--- src/rtl/execute_arith_unit.sv ---
// rtl/execute_arith_unit.sv - RV32I execute-stage PC adders, ALU, branch condition and registered flags
module execute_arith_unit #(
    parameter int XLEN = 32
) (
    input  logic            clk,
    input  logic            rst,
    input  logic [XLEN-1:0] PCF,
    output logic [XLEN-1:0] PCPlus4F,
    input  logic [XLEN-1:0] PCE,
    input  logic [XLEN-1:0] ImmExtE,
    output logic [XLEN-1:0] PCTargetE,
    input  logic [XLEN-1:0] SrcAE,
    input  logic [XLEN-1:0] SrcBE,
    input  logic [4:0]      ALUControlE,
    input  logic [2:0]      funct3E,
    output logic [XLEN-1:0] ALUResult,
    output logic            CarryOut,
    output logic            ZeroE,
    output logic [3:0]      FlagsQ
);

    localparam logic [4:0] OP_ADD   = 5'd0;
    localparam logic [4:0] OP_SUB   = 5'd1;
    localparam logic [4:0] OP_SLL   = 5'd2;
    localparam logic [4:0] OP_SLT   = 5'd3;
    localparam logic [4:0] OP_SLTU  = 5'd4;
    localparam logic [4:0] OP_XOR   = 5'd5;
    localparam logic [4:0] OP_SRL   = 5'd6;
    localparam logic [4:0] OP_SRA   = 5'd7;
    localparam logic [4:0] OP_OR    = 5'd8;
    localparam logic [4:0] OP_AND   = 5'd9;
    localparam logic [4:0] OP_PASSB = 5'd10;
    localparam logic [4:0] OP_CMP   = 5'd11;

    logic [XLEN:0]   sum_ext;
    logic [XLEN:0]   diff_ext;
    logic [4:0]      shamt;
    logic            lt_signed;
    logic            lt_unsigned;
    logic            ovf_add;
    logic            ovf_sub;
    logic            ovf;

    assign PCPlus4F  = PCF + XLEN'(4);
    assign PCTargetE = PCE + ImmExtE;

    // Subtraction shares the adder form A + ~B + 1 so bit XLEN is the "no borrow" carry.
    assign sum_ext  = {1'b0, SrcAE} + {1'b0, SrcBE};
    assign diff_ext = {1'b0, SrcAE} + {1'b0, ~SrcBE} + {{XLEN{1'b0}}, 1'b1};
    assign shamt    = SrcBE[4:0];

    assign lt_unsigned = ~diff_ext[XLEN];
    assign lt_signed   = (SrcAE[XLEN-1] != SrcBE[XLEN-1]) ? SrcAE[XLEN-1] : diff_ext[XLEN-1];

    assign ovf_add = (SrcAE[XLEN-1] == SrcBE[XLEN-1]) && (sum_ext[XLEN-1] != SrcAE[XLEN-1]);
    assign ovf_sub = (SrcAE[XLEN-1] != SrcBE[XLEN-1]) && (diff_ext[XLEN-1] != SrcAE[XLEN-1]);

    always_comb begin
        ALUResult = '0;
        CarryOut  = 1'b0;
        ovf       = 1'b0;
        case (ALUControlE)
            OP_ADD: begin
                ALUResult = sum_ext[XLEN-1:0];
                CarryOut  = sum_ext[XLEN];
                ovf       = ovf_add;
            end
            OP_SUB, OP_CMP: begin
                ALUResult = diff_ext[XLEN-1:0];
                CarryOut  = diff_ext[XLEN];
                ovf       = ovf_sub;
            end
            OP_SLL:   ALUResult = SrcAE << shamt;
            OP_SLT:   ALUResult = {{(XLEN-1){1'b0}}, lt_signed};
            OP_SLTU:  ALUResult = {{(XLEN-1){1'b0}}, lt_unsigned};
            OP_XOR:   ALUResult = SrcAE ^ SrcBE;
            OP_SRL:   ALUResult = SrcAE >> shamt;
            OP_SRA:   ALUResult = $unsigned($signed(SrcAE) >>> shamt);
            OP_OR:    ALUResult = SrcAE | SrcBE;
            OP_AND:   ALUResult = SrcAE & SrcBE;
            OP_PASSB: ALUResult = SrcBE;
            default:  ALUResult = '0;
        endcase
    end

    // Raw branch condition; the branch enable is applied by the caller.
    always_comb begin
        ZeroE = 1'b0;
        case (funct3E)
            3'b000:  ZeroE = (SrcAE == SrcBE);
            3'b001:  ZeroE = (SrcAE != SrcBE);
            3'b100:  ZeroE = lt_signed;
            3'b101:  ZeroE = ~lt_signed;
            3'b110:  ZeroE = lt_unsigned;
            3'b111:  ZeroE = ~lt_unsigned;
            default: ZeroE = 1'b0;
        endcase
    end

    always_ff @(posedge clk) begin
        if (!rst) begin
            FlagsQ <= 4'b0000;
        end else begin
            FlagsQ <= {ALUResult[XLEN-1], (ALUResult == '0), CarryOut, ovf};
        end
    end

endmodule

--- config.mk ---
export PLATFORM = sky130hd
export DESIGN_NAME = execute_arith_unit
export DESIGN_NICKNAME = d
export VERILOG_FILES = /design/src/rtl/execute_arith_unit.sv
export SDC_FILE = /design/constraint.sdc
export NUM_CORES = 1
export LEC_CHECK = 0
export ABC_AREA = 1
export BUFFER_PORTS_ARGS = -buffer_cell sky130_fd_sc_hd__buf_2
export CAP_MARGIN = 20
export CORE_MARGIN = 2
export CORE_UTILIZATION = 43
export CTS_CLUSTER_DIAMETER = 80
export DETAILED_ROUTE_END_ITERATION = 10
export PLACE_DENSITY_LB_ADDON = 0.1
export SETUP_SLACK_MARGIN = 0.5
export SYNTH_ARGS = -nofsm -noshare
export SYNTH_HDL_FRONTEND = slang
export SYNTH_SLANG_ARGS = --single-unit
--- constraint.sdc ---
create_clock -name clk -period 4.2 [get_ports clk]
set_input_delay 0.21 -clock clk [delete_from_list [all_inputs] [get_ports clk]]
set_output_delay 0.21 -clock clk [all_outputs]
set_load 0.03 [all_outputs]
==> flow_metrics.env <==
export IMPL_outcome="finished with violations"
export IMPL_failed_checks="DRC"
export IMPL_hold_path_depth=3
export IMPL_cp_arrival_ps=3360
export IMPL_yosys_top_cells_area="nand2_1 22%, nand3_1 19%, ha_1 13%, inv_1 10%, nor2_1 7.7%"
export IMPL_critPathBufInv=6
export IMPL_tritoncts="done"
export IMPL_rsz0062_at_grt="no"
export IMPL_wl_per_cell_um=19.9
export IMPL_final_cell_mix="767 x nand2_1, 498 x nand3_1, 345 x inv_1, 265 x nor2_1, 265 x buf_2"
export IMPL_max_stage_delay_ps=410
export IMPL_initial_core_util_pct=43.7
export IMPL_cts_resized=0
export IMPL_cp_num_cells=19
export IMPL_synth_warnings=0
export IMPL_finalCriticalPeriod_ps=3570
export IMPL_maxClockFrequency_ghz=0.280
export IMPL_slew_viol_final=0
export IMPL_regMostFlops="FlagsQ"
export IMPL_antenna_found_initial=2
export IMPL_grt_pass1_wl_mm=92.2
export IMPL_layout_commonest_cell="nand2_1"
export IMPL_placedCellCount=3170
export IMPL_setup_viol=0
export IMPL_io_pins=272
export IMPL_cts_hold_buf=0
export IMPL_synth_enable_flop_cells=0
export IMPL_power_density_mw_per_mm2=156
export IMPL_postSynthCellCount=2580
export IMPL_slowest_stage="fa_1"
export IMPL_overflow=0
export IMPL_nFillCells=3434
export IMPL_ir_worst_vdd_uv=78.5
export IMPL_ant_nets=0
export IMPL_firstDrtPassIters=11
export IMPL_crit_type="input pin to output port"
export IMPL_multiInputGateArea_mm2=0.0110
export IMPL_area_delta_synth_final_pct=12.4
export IMPL_syn_num_nets=2890
export IMPL_grt_max_degree=73
export IMPL_coreArea_mm2=0.0297
export IMPL_crit_start="SrcBE[4]"
export IMPL_place_gp_congestion=1.11
export IMPL_grt_usage_pct=38.0
export IMPL_synth_ff_type="dfxtp_1"
export IMPL_cap_viol_max_count=0
export IMPL_internal_power_mw=0.762
export IMPL_die_y_um=178
export IMPL_dp_hpwl_mm=52.5
export IMPL_fin_cells=3174
export IMPL_drive_gt1_share_pct=12.9
export IMPL_crit_family="simple AND/OR/NAND/NOR gates"
export IMPL_cp_start_kind="input pin"
export IMPL_grt_pass1_vias=16700
export IMPL_cts_sink_count=4
export IMPL_hp_start="rst"
export IMPL_relSlewSlack_pct=21.2
export IMPL_cpMostUsedCell="nand2_1"
export IMPL_die_area_mm2=0.0316
export IMPL_avgSynthCellArea_um2=5.03
export IMPL_p_leak_nw=8.46
export IMPL_largest_reg_flops=4
export IMPL_async_reset_ff_share_pct=0
export IMPL_fin_tns_setup_ps=0
export IMPL_ys_seq_area_share_pct=0.617
export IMPL_cp_data_required_time_ps=3990
export IMPL_pwr_share_comb_pct=91.4
export IMPL_hold_viol=0
export IMPL_whs_ps=289
export IMPL_swShare_pct=66.6
export IMPL_post_route_drc_count=1
export IMPL_cp_max_fo=9
export IMPL_clock_root_buffer="clkbuf_16"
export IMPL_yosysUniqueCellTypes=50
export IMPL_ys_ff_latch=4
export IMPL_cts_buffer_depth=2
export IMPL_io_buffers=267
export IMPL_cts_reportedPaths_clkPinSlew_ps=30
export IMPL_power_frac_seq_pct=1.7
export IMPL_fp_dieW_um=178
export IMPL_num_vias=18600
export IMPL_row_count=63
export IMPL_synth_area_mm2=0.0130
export IMPL_drt_iter0_markers=2507
export IMPL_viasPerCell=5.85
export IMPL_crit_chain="clkbuf_4, inv_1, buf_4, ha_1, inv_1, nand2_1, inv_1, nand3_1, nand2_1, nand3_1, nand2_1, nand2_1, nand3_1, nand2_1, fa_1, mux2i_1, o21ai_0, a21oi_1, buf_2"
export IMPL_nets=3095
export IMPL_tightestPinTransition_ps=1180
export IMPL_cts_buffers=3
export IMPL_period_share_pct=85.1
export IMPL_reg_largest_list="FlagsQ x4"
export IMPL_power_switching_mw=1.52
export IMPL_end_kind="output port"
export IMPL_yosysTopAreaCellShare_pct=22.2
export IMPL_htreeDepth=1
export IMPL_regArea_um2=80.1
export IMPL_hold_class="input pin to register"
export IMPL_routed_wirelength_mm=63.0
export IMPL_yosysTopAreaCell="nand2_1"
export IMPL_cts_setup_buffers=0
export IMPL_pwr_share_clk_pct=6.9
## kinds of logic after synthesis
logic type / Yosys count / synth area share (%)
AND/OR/NAND/NOR: 1668 / 56.1
buffers and inverters: 451 / 14.5
AO/OA/AOI/OAI: 255 / 10.8
adder cells (fa/ha/maj): 140 / 13.7
XOR/XNOR: 61 / 4.12
flip-flops: 4 / 0.617
multiplexers: 1 / 0.0771
## cells in the mapped netlist, types with 2 or more instances
cell type    n
nand2_2     14
nor2_1     265
xnor2_1     15
clkbuf_1    13
o21ai_1     11
o211ai_1     9
nor3_2       6
inv_2        8
buf_1        8
buf_2       52
o22ai_1     19
buf_6       10
o21a_1       6
nor2_4       5
nor3_1      38
nor2_2       8
o21ai_0     75
nand3_1    498
a21o_1       2
nand3b_1     2
nand2_1    767
o21bai_1    10
nand4_1     42
or2_2        4
fa_1         4
inv_1      345
a21oi_1    106
ha_1       136
xor2_1      46
nor4_1       6
buf_4       12
a31oi_1      9
o2111ai_1    3
dfxtp_1      4
nand3_2      7
## area by class of cell
class / instances / share of cell area [%]
repair buffers: 296 / 10.7
multi-input cells: 2125 / 75.7
flip-flops and latches: 4 / 0.549
well taps: 390 / 3.35
diodes: 1 / 0.0172
inverters: 355 / 9.15
clock buffers: 3 / 0.515
## final timing paths
kind | endpoint | slack, ps
max | ZeroE | 630
min | FlagsQ[3]$_SDFF_PN0_ | 290
## layer usage
| metal | global-route usage, % | share of wire [%] | up-vias |
|---|---|---|---|
| met5 | 0 | 0 | - |
| met4 | 14.2 | 4.3 | 0 |
| met3 | 6.30 | 11 | 187 |
| met2 | 62.6 | 45 | 1126 |
| met1 | 49.5 | 40 | 8466 |
| li1 | - | - | 8780 |
## power by group through the flow
stage / clock network [mW] / registers, mW / logic [mW]
6_report: 0.158 / 0.0396 / 2.08
3_5_place_dp: 0 / 0.0402 / 2.01
3_3_place_gp: 0 / 0.0402 / 2.00
4_1_cts: 0.156 / 0.0396 / 2.02
5_1_grt: 0.159 / 0.0397 / 2.25
2_1_floorplan: 0 / 0.0422 / 1.38
## stage by stage
step | total power [mW] | area (µm²) | worst slack [ps] | util, %
after floorplan | 1.42 | 13000 | 804 | -
after global placement | 2.04 | 14500 | 715 | 48.7
after detailed placement | 2.05 | 14500 | 637 | 48.7
after CTS | 2.22 | 14500 | 640 | 49.0
after global routing | 2.45 | 14600 | 509 | 49.1
final | 2.28 | 14600 | 628 | 49.1
(Power assumes the default switching activity.)
